<file path="config.mk">
export PLATFORM = sky130hd
export DESIGN_NAME = req_queue5_2_flat
export DESIGN_NICKNAME = d
export VERILOG_FILES = /design/src/rtl/req_queue5_2_pkg.sv /design/src/rtl/req_queue5_2_if.sv /design/src/rtl/req_queue5_2_fifo.sv /design/src/rtl/req_queue5_2.sv /design/src/flat_wrapper.sv
export SDC_FILE = /design/constraint.sdc
export NUM_CORES = 1
export LEC_CHECK = 0
export BUFFER_PORTS_ARGS = -buffer_cell sky130_fd_sc_hd__buf_2
export CAP_MARGIN = 20
export CORE_MARGIN = 1
export CORE_UTILIZATION = 40
export CTS_CLUSTER_DIAMETER = 100
export CTS_CLUSTER_SIZE = 14
export DETAILED_ROUTE_END_ITERATION = 10
export HOLD_SLACK_MARGIN = 0.03
export PLACE_DENSITY_LB_ADDON = 0.15
export SLEW_MARGIN = 20
export SYNTH_ARGS = -nofsm -noshare
export SYNTH_HDL_FRONTEND = slang
export SYNTH_SLANG_ARGS = --single-unit
</file>
<file path="constraint.sdc">
create_clock -name clk -period 2.2 [get_ports clk]
set_input_delay 0 -clock clk [delete_from_list [all_inputs] [get_ports clk]]
set_output_delay 0 -clock clk [all_outputs]
set_load 0.01 [all_outputs]
</file>
<file path="src/rtl/req_queue5_2_pkg.sv">
// Shared types for the 5-requester / 2-grant request buffer.
// Lane payload field is sized for the widest supported DW; narrower payloads are zero-extended.
package arb5_pkg;
    localparam int NREQ        = 5;
    localparam int NGNT        = 2;
    localparam int LANE_DW_MAX = 32;

    typedef logic [2:0] req_idx_t;

    typedef struct packed {
        logic                   vld;
        req_idx_t               id;
        logic [LANE_DW_MAX-1:0] data;
    } lane_t;
endpackage

</file>
<file path="src/rtl/req_queue5_2_if.sv">
// Push / request / grant / lane bundle between requesters, arbiter and the request buffer.
// master = environment side, slave = buffer side.
interface req_queue5_2_if #(parameter int DW = 8);
    logic [arb5_pkg::NREQ-1:0]    push;
    logic [arb5_pkg::NREQ*DW-1:0] push_data;
    logic [arb5_pkg::NREQ-1:0]    full;
    logic [arb5_pkg::NREQ-1:0]    req_out;
    logic                         req_valid;
    logic [arb5_pkg::NREQ-1:0]    grant_in;
    logic                         out0_vld;
    logic [2:0]                   out0_id;
    logic [DW-1:0]                out0_data;
    logic                         out1_vld;
    logic [2:0]                   out1_id;
    logic [DW-1:0]                out1_data;
    logic                         overflow;
    logic                         err_grant;

    modport master (
        output push, push_data, grant_in,
        input  full, req_out, req_valid,
        input  out0_vld, out0_id, out0_data, out1_vld, out1_id, out1_data,
        input  overflow, err_grant
    );

    modport slave (
        input  push, push_data, grant_in,
        output full, req_out, req_valid,
        output out0_vld, out0_id, out0_data, out1_vld, out1_id, out1_data,
        output overflow, err_grant
    );
endinterface

</file>
<file path="src/rtl/req_queue5_2_fifo.sv">
// Per-requester FIFO: head is combinational, push/pop take effect at the clock edge.
// A push while full is accepted only together with a pop; otherwise it is dropped.
module req_fifo #(
    parameter int DW    = 8,
    parameter int DEPTH = 4
) (
    input  logic                     clk,
    input  logic                     rst,
    input  logic                     push,
    input  logic                     pop,
    input  logic [DW-1:0]            wdata,
    output logic [DW-1:0]            head,
    output logic [$clog2(DEPTH):0]   count,
    output logic                     full
);
    localparam int AW = $clog2(DEPTH);

    logic [DW-1:0] mem [DEPTH];
    logic [AW-1:0] wptr;
    logic [AW-1:0] rptr;
    logic [AW:0]   cnt_q;
    logic          wr;
    logic          rd;

    assign full  = (cnt_q == (AW+1)'(DEPTH));
    assign rd    = pop && (cnt_q != '0);
    assign wr    = push && (!full || rd);
    assign head  = mem[rptr];
    assign count = cnt_q;

    // When full, wptr == rptr: the write lands in the slot being read, but
    // the reader samples the old value before the edge.
    always_ff @(posedge clk) begin
        if (wr) begin
            mem[wptr] <= wdata;
        end
    end

    always_ff @(posedge clk or posedge rst) begin
        if (rst) begin
            wptr  <= '0;
            rptr  <= '0;
            cnt_q <= '0;
        end else begin
            if (wr) begin
                wptr <= wptr + AW'(1);
            end
            if (rd) begin
                rptr <= rptr + AW'(1);
            end
            case ({wr, rd})
                2'b10:   cnt_q <= cnt_q + (AW+1)'(1);
                2'b01:   cnt_q <= cnt_q - (AW+1)'(1);
                default: cnt_q <= cnt_q;
            endcase
        end
    end
endmodule

</file>
<file path="src/rtl/req_queue5_2.sv">
// Request buffer around the 5x2 arbiter: queues payloads, raises requests net of in-flight grants,
// pops granted heads onto two registered lanes (one cycle after grant); DW must not exceed LANE_DW_MAX.
module req_queue5_2
    import arb5_pkg::*;
#(
    parameter int DW    = 8,
    parameter int DEPTH = 4
) (
    input  logic           clk,
    input  logic           rst,
    req_queue5_2_if.slave  bus
);
    localparam int CW = $clog2(DEPTH) + 1;

    logic [CW-1:0]   cnt  [NREQ];
    logic [DW-1:0]   head [NREQ];
    logic [NREQ-1:0] fifo_full;
    logic [NREQ-1:0] nonempty;
    logic [NREQ-1:0] pop_ok;
    logic [NREQ-1:0] pop;
    logic [NREQ-1:0] req;

    logic            got0;
    logic            got1;
    req_idx_t        id0;
    req_idx_t        id1;
    logic [DW-1:0]   d0;
    logic [DW-1:0]   d1;

    lane_t           lane0_nxt;
    lane_t           lane1_nxt;
    lane_t           lane0_q;
    lane_t           lane1_q;
    logic            ovf_evt;
    logic            err_evt;
    logic            overflow_q;
    logic            err_q;

    for (genvar g = 0; g < NREQ; g++) begin : g_q
        req_fifo #(
            .DW    (DW),
            .DEPTH (DEPTH)
        ) u_fifo (
            .clk   (clk),
            .rst   (rst),
            .push  (bus.push[g]),
            .pop   (pop[g]),
            .wdata (bus.push_data[g*DW +: DW]),
            .head  (head[g]),
            .count (cnt[g]),
            .full  (fifo_full[g])
        );
    end

    always_comb begin
        nonempty = '0;
        for (int i = 0; i < NREQ; i++) begin
            nonempty[i] = (cnt[i] != '0);
        end
    end

    assign pop_ok = bus.grant_in & nonempty;

    // Two lowest granted non-empty queues win the lanes; any others keep their head.
    always_comb begin
        got0 = 1'b0;
        got1 = 1'b0;
        id0  = '0;
        id1  = '0;
        d0   = '0;
        d1   = '0;
        pop  = '0;
        for (int i = 0; i < NREQ; i++) begin
            if (pop_ok[i]) begin
                if (!got0) begin
                    got0   = 1'b1;
                    id0    = req_idx_t'(i);
                    d0     = head[i];
                    pop[i] = 1'b1;
                end else if (!got1) begin
                    got1   = 1'b1;
                    id1    = req_idx_t'(i);
                    d1     = head[i];
                    pop[i] = 1'b1;
                end
            end
        end
    end

    // Entry already granted this cycle is not requested again; same-cycle pushes are ignored.
    always_comb begin
        req = '0;
        for (int i = 0; i < NREQ; i++) begin
            req[i] = pop[i] ? (cnt[i] > CW'(1)) : nonempty[i];
        end
    end

    always_comb begin
        lane0_nxt      = '0;
        lane1_nxt      = '0;
        lane0_nxt.vld  = got0;
        lane0_nxt.id   = id0;
        lane0_nxt.data = LANE_DW_MAX'(d0);
        lane1_nxt.vld  = got1;
        lane1_nxt.id   = id1;
        lane1_nxt.data = LANE_DW_MAX'(d1);
    end

    assign ovf_evt = |(bus.push & fifo_full & ~pop);
    assign err_evt = (|(bus.grant_in & ~nonempty))
                   || ($countones(bus.grant_in) > NGNT)
                   || (|(pop_ok & ~pop));

    always_ff @(posedge clk or posedge rst) begin
        if (rst) begin
            lane0_q    <= '0;
            lane1_q    <= '0;
            overflow_q <= 1'b0;
            err_q      <= 1'b0;
        end else begin
            lane0_q    <= lane0_nxt;
            lane1_q    <= lane1_nxt;
            overflow_q <= overflow_q | ovf_evt;
            err_q      <= err_q | err_evt;
        end
    end

    assign bus.full      = fifo_full;
    assign bus.req_out   = req;
    assign bus.req_valid = |req;
    assign bus.out0_vld  = lane0_q.vld;
    assign bus.out0_id   = lane0_q.id;
    assign bus.out0_data = lane0_q.data[DW-1:0];
    assign bus.out1_vld  = lane1_q.vld;
    assign bus.out1_id   = lane1_q.id;
    assign bus.out1_data = lane1_q.data[DW-1:0];
    assign bus.overflow  = overflow_q;
    assign bus.err_grant = err_q;

    // Lane payload field is wider than DW; the upper bits are always zero.
    logic lane_pad_unused;
    assign lane_pad_unused = ^{lane0_q.data, lane1_q.data};
endmodule

</file>
<file path="src/flat_wrapper.sv">
// flat-port wrapper written by rule: the top's interface ports become plain ports
module req_queue5_2_flat import arb5_pkg::*;
#(
    parameter int DW    = 8,
    parameter int DEPTH = 4
)
  (clk, rst, bus_push, bus_push_data, bus_grant_in, bus_full, bus_req_out, bus_req_valid, bus_out0_vld, bus_out0_id, bus_out0_data, bus_out1_vld, bus_out1_id, bus_out1_data, bus_overflow, bus_err_grant);
  req_queue5_2_if #(.DW(DW)) bus_i ();
  input  logic clk;
  input  logic rst;
  input wire logic [$bits(bus_i.push)-1:0] bus_push;
  input wire logic [$bits(bus_i.push_data)-1:0] bus_push_data;
  input wire logic [$bits(bus_i.grant_in)-1:0] bus_grant_in;
  output wire logic [$bits(bus_i.full)-1:0] bus_full;
  output wire logic [$bits(bus_i.req_out)-1:0] bus_req_out;
  output wire logic [$bits(bus_i.req_valid)-1:0] bus_req_valid;
  output wire logic [$bits(bus_i.out0_vld)-1:0] bus_out0_vld;
  output wire logic [$bits(bus_i.out0_id)-1:0] bus_out0_id;
  output wire logic [$bits(bus_i.out0_data)-1:0] bus_out0_data;
  output wire logic [$bits(bus_i.out1_vld)-1:0] bus_out1_vld;
  output wire logic [$bits(bus_i.out1_id)-1:0] bus_out1_id;
  output wire logic [$bits(bus_i.out1_data)-1:0] bus_out1_data;
  output wire logic [$bits(bus_i.overflow)-1:0] bus_overflow;
  output wire logic [$bits(bus_i.err_grant)-1:0] bus_err_grant;
  assign bus_i.push = bus_push;
  assign bus_i.push_data = bus_push_data;
  assign bus_i.grant_in = bus_grant_in;
  assign bus_full = bus_i.full;
  assign bus_req_out = bus_i.req_out;
  assign bus_req_valid = bus_i.req_valid;
  assign bus_out0_vld = bus_i.out0_vld;
  assign bus_out0_id = bus_i.out0_id;
  assign bus_out0_data = bus_i.out0_data;
  assign bus_out1_vld = bus_i.out1_vld;
  assign bus_out1_id = bus_i.out1_id;
  assign bus_out1_data = bus_i.out1_data;
  assign bus_overflow = bus_i.overflow;
  assign bus_err_grant = bus_i.err_grant;
  req_queue5_2 #(.DW(DW), .DEPTH(DEPTH)) u_core (.clk(clk), .rst(rst), .bus(bus_i));
endmodule
</file>
* Word level (Yosys, flattened, before mapping) *
Memory sizes are Yosys's and may differ from the RTL's.
Cells that the tools add are included.
W data, S select, Z words.

cells by class
  add/sub/neg operators = 24
  $lt $le $gt $ge = 6
  equality and inequality tests = 15
  mux-type cells = 82
  bitwise operators = 9
  reductions and logical operators = 36

operators by type and width
  operator               number
  $mux W8                20
  $mux W3                17
  $mux W1                40
  $add A32 B1 Y32        1
  $add A32 B32 Y32       1
  $gt A32 B3 Y1 const B  1
  $pmux W3 S2            5
  $and A5 B5 Y5          5
  $add A2 B1 Y2 const B  10
  $reduce_or A5 Y1       4
  $add A3 B1 Y3 const B  5
  $eq A3 B3 Y1 const B   5
  $gt A3 B1 Y1 const B   5
  $reduce_bool A3 Y1     5
  $sub A3 B1 Y3 const B  5
  $eq A2 B1 Y1 const B   5
  $eq A2 B2 Y1 const B   5
  $logic_and A1 B1 Y1    10
  $not A5 Y5             2
  $reduce_bool A2 Y1     5
  $logic_or A1 B1 Y1     7
  $logic_not A1 Y1       5
  $add A1 B1 Y2          2
  $or A1 B1 Y1           2

storage, ports and cells
  register bits after elaboration = 61
  memory bits (writable) = 160
  bits of input ports = 52
  output and inout bits = 37
  logic and storage cells = 200
  memories kept = 5

memories
  memory                    depth  bits a word  rd ports  clocked after Yosys merged registers in  wr ports  RTL line                 RTL
  u_core.g_q[0].u_fifo.mem  4      8            1         0                                        1         req_queue5_2_fifo.sv:18  logic [DW-1:0] mem [DEPTH];
  u_core.g_q[1].u_fifo.mem  4      8            1         0                                        1         req_queue5_2_fifo.sv:18
  u_core.g_q[2].u_fifo.mem  4      8            1         0                                        1         req_queue5_2_fifo.sv:18
  u_core.g_q[3].u_fifo.mem  4      8            1         0                                        1         req_queue5_2_fifo.sv:18
  u_core.g_q[4].u_fifo.mem  4      8            1         0                                        1         req_queue5_2_fifo.sv:18

* Depth between registers and ports, before layout *
  depth in word-level cells = 17
  gate-level depth with buffers = 11
  mapped depth without buffers = 8

* By module *
Synthesis repeated with hierarchy kept, for this count alone.

second synthesis, totals
  cells, all modules = 670
  area, all modules = 10015.9 um^2

modules (own cells, without submodules)
  module                                times used  cells each  area an instance (um^2)  seq. area each (um^2)
  req_fifo at u_core.g_q[2].u_fifo ...  3           95          1672.9                   1136.1
  req_fifo at u_core.g_q[0].u_fifo ...  2           95          1671.6                   1136.1
  req_queue5_2                          1           195         1654.1                   650.6

* Worst setup path after synthesis *
OpenSTA, ideal clock, no wires.

  path type = reg-to-reg
  start = register u_core.g_q[1].u_fifo.cnt_q[1]
  end = memory u_core.g_q[4].u_fifo.mem[0][0] (enable)
  arrival time = 2.152 ns
  setup slack = -0.283 ns
  stages on the path, launching flop included = 9
  path buffers = 0
  cells stage by stage = dfrtp_1 -> inv_1 -> ha_1 -> nand2b_4 -> a222oi_1 -> a221oi_4 -> nor2_4 -> o21a_4 -> and2_1

between the ends
  longest elaborated chain between the ends = 15
  elaborated cells on any way between the ends = 18
  classes of those cells = 13 x mux; 1 x bitwise; 4 x reduce/logical

ends and longest elaborated chain
  what                             RTL line                 RTL
  start, declared                  req_queue5_2_fifo.sv:21  logic [AW:0] cnt_q;
  start signal, assigned           req_queue5_2_fifo.sv:52  2'b10: cnt_q <= cnt_q + (AW+1)'(1);
  start signal, assigned           req_queue5_2_fifo.sv:53  2'b01: cnt_q <= cnt_q - (AW+1)'(1);
  start signal, assigned           req_queue5_2_fifo.sv:54  default: cnt_q <= cnt_q;
  $reduce_bool A3 Y1 *             req_queue5_2.sv:58       nonempty[i] = (cnt[i] != '0);
  $and A5 B5 Y5 *                  req_queue5_2.sv:62       assign pop_ok = bus.grant_in & nonempty;
  $mux W1                          req_queue5_2.sv:74       if (pop_ok[i]) begin
  $mux W1                          req_queue5_2.sv:75       if (!got0) begin
  $mux W1                          req_queue5_2.sv:74
  $mux W1                          req_queue5_2.sv:75
  $mux W1                          req_queue5_2.sv:74
  $mux W1                          req_queue5_2.sv:80       end else if (!got1) begin
  $mux W1 *                        req_queue5_2.sv:75
  $mux W1 *                        req_queue5_2.sv:74
  $logic_and A1 B1 Y1 *            req_queue5_2_fifo.sv:26  assign rd = pop && (cnt_q != '0);
  $logic_or A1 B1 Y1 *             req_queue5_2_fifo.sv:27  assign wr = push && (!full || rd);
  $logic_and A1 B1 Y1 *            req_queue5_2_fifo.sv:27
  $mux W1 *                        req_queue5_2_fifo.sv:34  if (wr) begin
  $mux W1 (implied by the code) *  req_queue5_2_fifo.sv:35  mem[wptr] <= wdata;
  end, declared                    req_queue5_2_fifo.sv:18

Mark *: on every way between the ends. The rest lies on a longest branch, timed or not.

* Worst setup path in the final report *
  start = register u_core.g_q[0].u_fifo.cnt_q[0]
  end = output bus_req_valid

between the ends
  longest elaborated chain between the ends = 14
  elaborated cells on any way between the ends = 27
  classes of those cells = 1 x order compare; 23 x mux; 1 x bitwise; 2 x reduce/logical

ends and longest elaborated chain
  what                    RTL line                 RTL
  start, declared         req_queue5_2_fifo.sv:21
  start signal, assigned  req_queue5_2_fifo.sv:52
  start signal, assigned  req_queue5_2_fifo.sv:53
  start signal, assigned  req_queue5_2_fifo.sv:54
  $reduce_bool A3 Y1      req_queue5_2.sv:58
  $and A5 B5 Y5           req_queue5_2.sv:62
  $mux W1                 req_queue5_2.sv:74
  $mux W1                 req_queue5_2.sv:75
  $mux W1                 req_queue5_2.sv:74
  $mux W1                 req_queue5_2.sv:75
  $mux W1                 req_queue5_2.sv:74
  $mux W1                 req_queue5_2.sv:75
  $mux W1                 req_queue5_2.sv:74
  $mux W1                 req_queue5_2.sv:80
  $mux W1                 req_queue5_2.sv:75
  $mux W1                 req_queue5_2.sv:74
  $mux W1                 req_queue5_2.sv:94       req[i] = pop[i] ? (cnt[i] > CW'(1)) : nonempty[i];
  $reduce_or A5 Y1 *      req_queue5_2.sv:130      assign bus.req_valid = |req;
  end, declared           flat_wrapper.sv:16       output wire logic [$bits(bus_i.req_valid)-1:0] bus_req_valid;

Marks and branches as above.

==> results by group <==
Outcome
  – Status: finished, violations left
  – Violations in the final reports: negative setup slack

Routing
  – Routed Antenna Nets: 0
  – Avg WL per Cell: about 19 um
  – DRT Pass-1 Iters: 5
  – Detailed-route wire length: about 24,000 um
  – DRC viols: 0
  – Initial drt markers: 437
  – Vias/cell: 5.18
  – Routed vias: ~6,500

Timing
  – Worst-Margin Slew: around 530 ps
  – Slew Limit Fails: 0
  – Tmin final: ~2400 ps
  – Rel. slew slack: 0.647
  – Fin Clk Skew: 20.9 ps
  – Hold_ws: approximately 47 ps
  – Count of final hold-check violations: 0
  – Fin crit share: 1.10
  – Fin worst setup slack: -209 ps
  – Setup-failing EPs final: 35
  – RSZ-0062 raised after global routing: yes
  – Max Clk Rate: a little over 400 MHz

Setup path
  – Worst reg2reg setup slack: -10 ps
  – Crit path launch type: flop
  – Critical-path top delay cell: dfrtp_1
  – CP arrival: 2410 ps
  – Critical Path RT: 2200 ps
  – Worst setup EP type: primary output
  – Kind of critical path: reg2out
  – Crit-path cells: inv_2, ha_4, nand2b_4, a22oi_4, buf_12, a221oi_4, nor2_4, buf_6, o21a_1, o2111ai_1, buf_2
  – CP Max Fanout: 6
  – Worst path max stage delay: around 370 ps
  – CP Buf/Inv Count: 4
  – CP delay by family, top: compound AO/OA/AOI/OAI gates

Finish
  – Area Growth Syn to Fin: 26.4%
  – Final #Nets: 1,003
  – N_diodes: 0
  – Final instance area: roughly 13,000 um^2
  – Reg area: 6330 um^2
  – Filler cell count: approximately 2,100
  – Fraction of layout cells with a size suffix above 1: 0.330
  – Multi-input logic area: 3660 um^2
  – Highest-count cells in the layout ignoring fill and taps: edfxtp_1 (160), buf_2 (87), buf_4 (79), dfrtp_1 (61), dlygate4sd3_1 (51)
  – Commonest non-fill, non-tap cell in the layout: edfxtp_1

Global route
  – Global route overflow: 0
  – Vias in the first global route: 6,580
  – GR Util All Layers: 0.185
  – First-pass GRT wire length: between 30,000 and 40,000 um
  – Initial antenna violation count: 0
  – Pin count of the biggest net entering global routing: 30

Die
  – Top-Level Pins: 89
  – DIE AREA: approximately 26,000 um^2
  – Die span in y: roughly 160 um
  – Placement Rows: 57
  – Core box area: roughly 25,000 um^2
  – Die Wd: 161 um
  – Initial Util: 0.412

Placement
  – Number of port buffers: just under 90
  – Placed inst area: 11,400 um^2
  – Global placer's final weighted congestion: about 0.85
  – Detailed Place HPWL: approximately 17,000 um

Synthesis
  – Synth Instances: ~690
  – Flops & latches, synth: ~220
  – Register area share after synthesis: 0.624
  – Yosys cell types: between 60 and 70
  – Post-Syn Area: roughly 10,000 um^2
  – Top FF cell, synth: edfxtp_1
  – EDFF count, synth: between 150 and 200
  – Synth async-reset ratio: 0.276
  – Syn avg cell area: between 10 and 15 um^2
  – Syn_nets: 787
  – Ys Warns: 0

Power and ir drop
  – Peak VDD IR: approximately 600 uV
  – Power per cell area: roughly 1300 nW/um^2
  – Lkg Pwr: around 0.0051 uW
  – Final total power: approximately 16,000 uW

Clock tree
  – TritonCTS Buffers: 19
  – CTS root buffer: clkbuf_16
  – Skew-Pair Late Insertion Delay: about 500 ps
  – CTS tree: built
  – Clock sinks: 221
  – Maximum root-to-sink buffer count: 3
  – # H-tree levels: 1
  – Clock-pin slew on the worst setup and hold paths: 60 ps

Hold path
  – Hold Crit Class: in2async

Flow run
  – Max-Cap Viols: 0
## path summary, 6_finish.rpt
check	from	end	cells after the start
worst min-delay path	rst	u_core.g_q[4].u_fifo.rptr[1]$_DFFE_PP0P_	3
max in group asynchronous	rst	u_core.g_q[1].u_fifo.wptr[0]$_DFFE_PP0P_	4
worst max register to register	u_core.g_q[3].u_fifo.count[0]$_DFFE_PP0P_	u_core.g_q[4].u_fifo.mem[0][0]$_DFFE_PP_	10
worst min register to register	u_core.g_q[4].u_fifo.count[0]$_DFFE_PP0P_	u_core.g_q[4].u_fifo.count[0]$_DFFE_PP0P_	1
min in group clk	bus_grant_in[4]	u_core.bus.err_grant$_DFF_PP0_	5
worst max-delay path	u_core.g_q[0].u_fifo.count[0]$_DFFE_PP0P_	bus_req_valid	11
## layer usage
| layer | share of wire | global-route usage | up-vias |
|---|---|---|---|
| li1 | - | - | 3017 |
| met1 | 0.45 | 0.256 | 3228 |
| met2 | 0.48 | 0.306 | 174 |
| met3 | 0.052 | 0.0318 | 33 |
| met4 | 0.015 | 0.0416 | 0 |
| met5 | 0 | 0 | - |
## synthesized netlist by cell type, types with 2 or more instances
cell type / number / area share
o211a_1: 3 / 0.0030
buf_4: 9 / 0.0067
o21ai_0: 22 / 0.011
a22o_1: 2 / 0.0017
nor3_1: 8 / 0.0039
nor2_4: 2 / 0.0022
nand3_1: 15 / 0.0074
nor2_1: 35 / 0.013
a41o_1: 2 / 0.0020
buf_2: 7 / 0.0035
a221o_1: 2 / 0.0020
o21a_1: 5 / 0.0037
a32oi_1: 3 / 0.0026
ha_1: 40 / 0.049
a21o_1: 3 / 0.0022
a22oi_1: 3 / 0.0022
nand2_1: 47 / 0.017
and2_1: 24 / 0.015
a31oi_1: 2 / 0.0012
xnor2_1: 20 / 0.017
nor2b_1: 2 / 0.0012
o221ai_1: 9 / 0.0078
o22ai_1: 5 / 0.0031
mux2_1: 3 / 0.0033
mux2_2: 7 / 0.0078
a311oi_1: 2 / 0.0017
nand2b_4: 4 / 0.0054
mux4_2: 40 / 0.089
o211ai_1: 2 / 0.0015
a21oi_1: 34 / 0.017
dfrtp_1: 61 / 0.15
edfxtp_1: 160 / 0.47
nand2b_1: 5 / 0.0031
o2111ai_1: 2 / 0.0017
and3_1: 5 / 0.0031
mux2i_1: 5 / 0.0049
a211oi_1: 9 / 0.0067
inv_1: 43 / 0.016
fa_1: 2 / 0.0039
clkbuf_1: 15 / 0.0056
buf_1: 2 / 0.00074
## cell families after synthesis
group / share of synthesized area
DFF: 0.624
and+or+nand+nor: 0.0766
AOI/OAI and AO/OA: 0.0856
buffers and inverters: 0.0343
muxes: 0.106
adders and majority gates: 0.0533
xor gates and xnor gates: 0.0197
## power by group
| part | switching, uW | total [uW] | internal, uW |
|---|---|---|---|
| clock network | 1410 | 3040 | 1630 |
| registers | 662 | 6320 | 5660 |
| logic | 3610 | 7040 | 3430 |
## layout make-up
cell class / instances / area share
Multi-Input combinational cell: 396 / 0.285
Sequential cell: 221 / 0.494
Timing Repair Buffer: 228 / 0.134
Clock buffer: 32 / 0.0409
Inverter: 43 / 0.0126
Clock inverter: 2 / 0.00107
Tap cell: 324 / 0.0316
## metrics by stage
| step | setup TNS (ps) | setup WS [ps] | utilization | instances |
|---|---|---|---|---|
| detailed placement | -155 | -25.2 | 0.464 | 1136 |
| CTS | -1350 | -250 | 0.515 | 1237 |
| finish | -586 | -209 | 0.521 | 1246 |
| floorplan | -671 | -21.0 | - | 693 |
| global placement | 0 | 31.1 | 0.464 | 1136 |
| global route | -4880 | -356 | 0.521 | 1246 |
## worst reg2reg max path: stages, from the launching register on
cell and delay (ps):
dfrtp_1 380, inv_1 120, ha_4 170, nand2b_4 90, a222oi_1 310, buf_4 190
a221oi_4 50, nor2_4 110, buf_4 120, o21a_4 160, and2_4 230
## what timing repair did
action                                  in CTS  in global routing
pin swaps                                   10                 12
endpoints found under the setup margin      85                 93
gates resized for setup                     13                 23
endpoints found under the hold margin      240                  0
gates cloned                                 0                  2
hold buffers                                51                  0
setup buffers                               16                  9
## flip-flops by register name (all words and copies together) (netlist names)
register	cells
u_core.g_q.u_fifo.mem	160
u_core.g_q.u_fifo.count	15
u_core.g_q.u_fifo.rptr	10
u_core.g_q.u_fifo.wptr	10
u_core.bus.out0_data	8
u_core.bus.out1_data	8
u_core.bus.out0_id	3
u_core.bus.out1_id	3
u_core.bus.err_grant	1
u_core.bus.out0_vld	1
u_core.bus.out1_vld	1
u_core.bus.overflow	1
(Power assumes the default switching activity.)
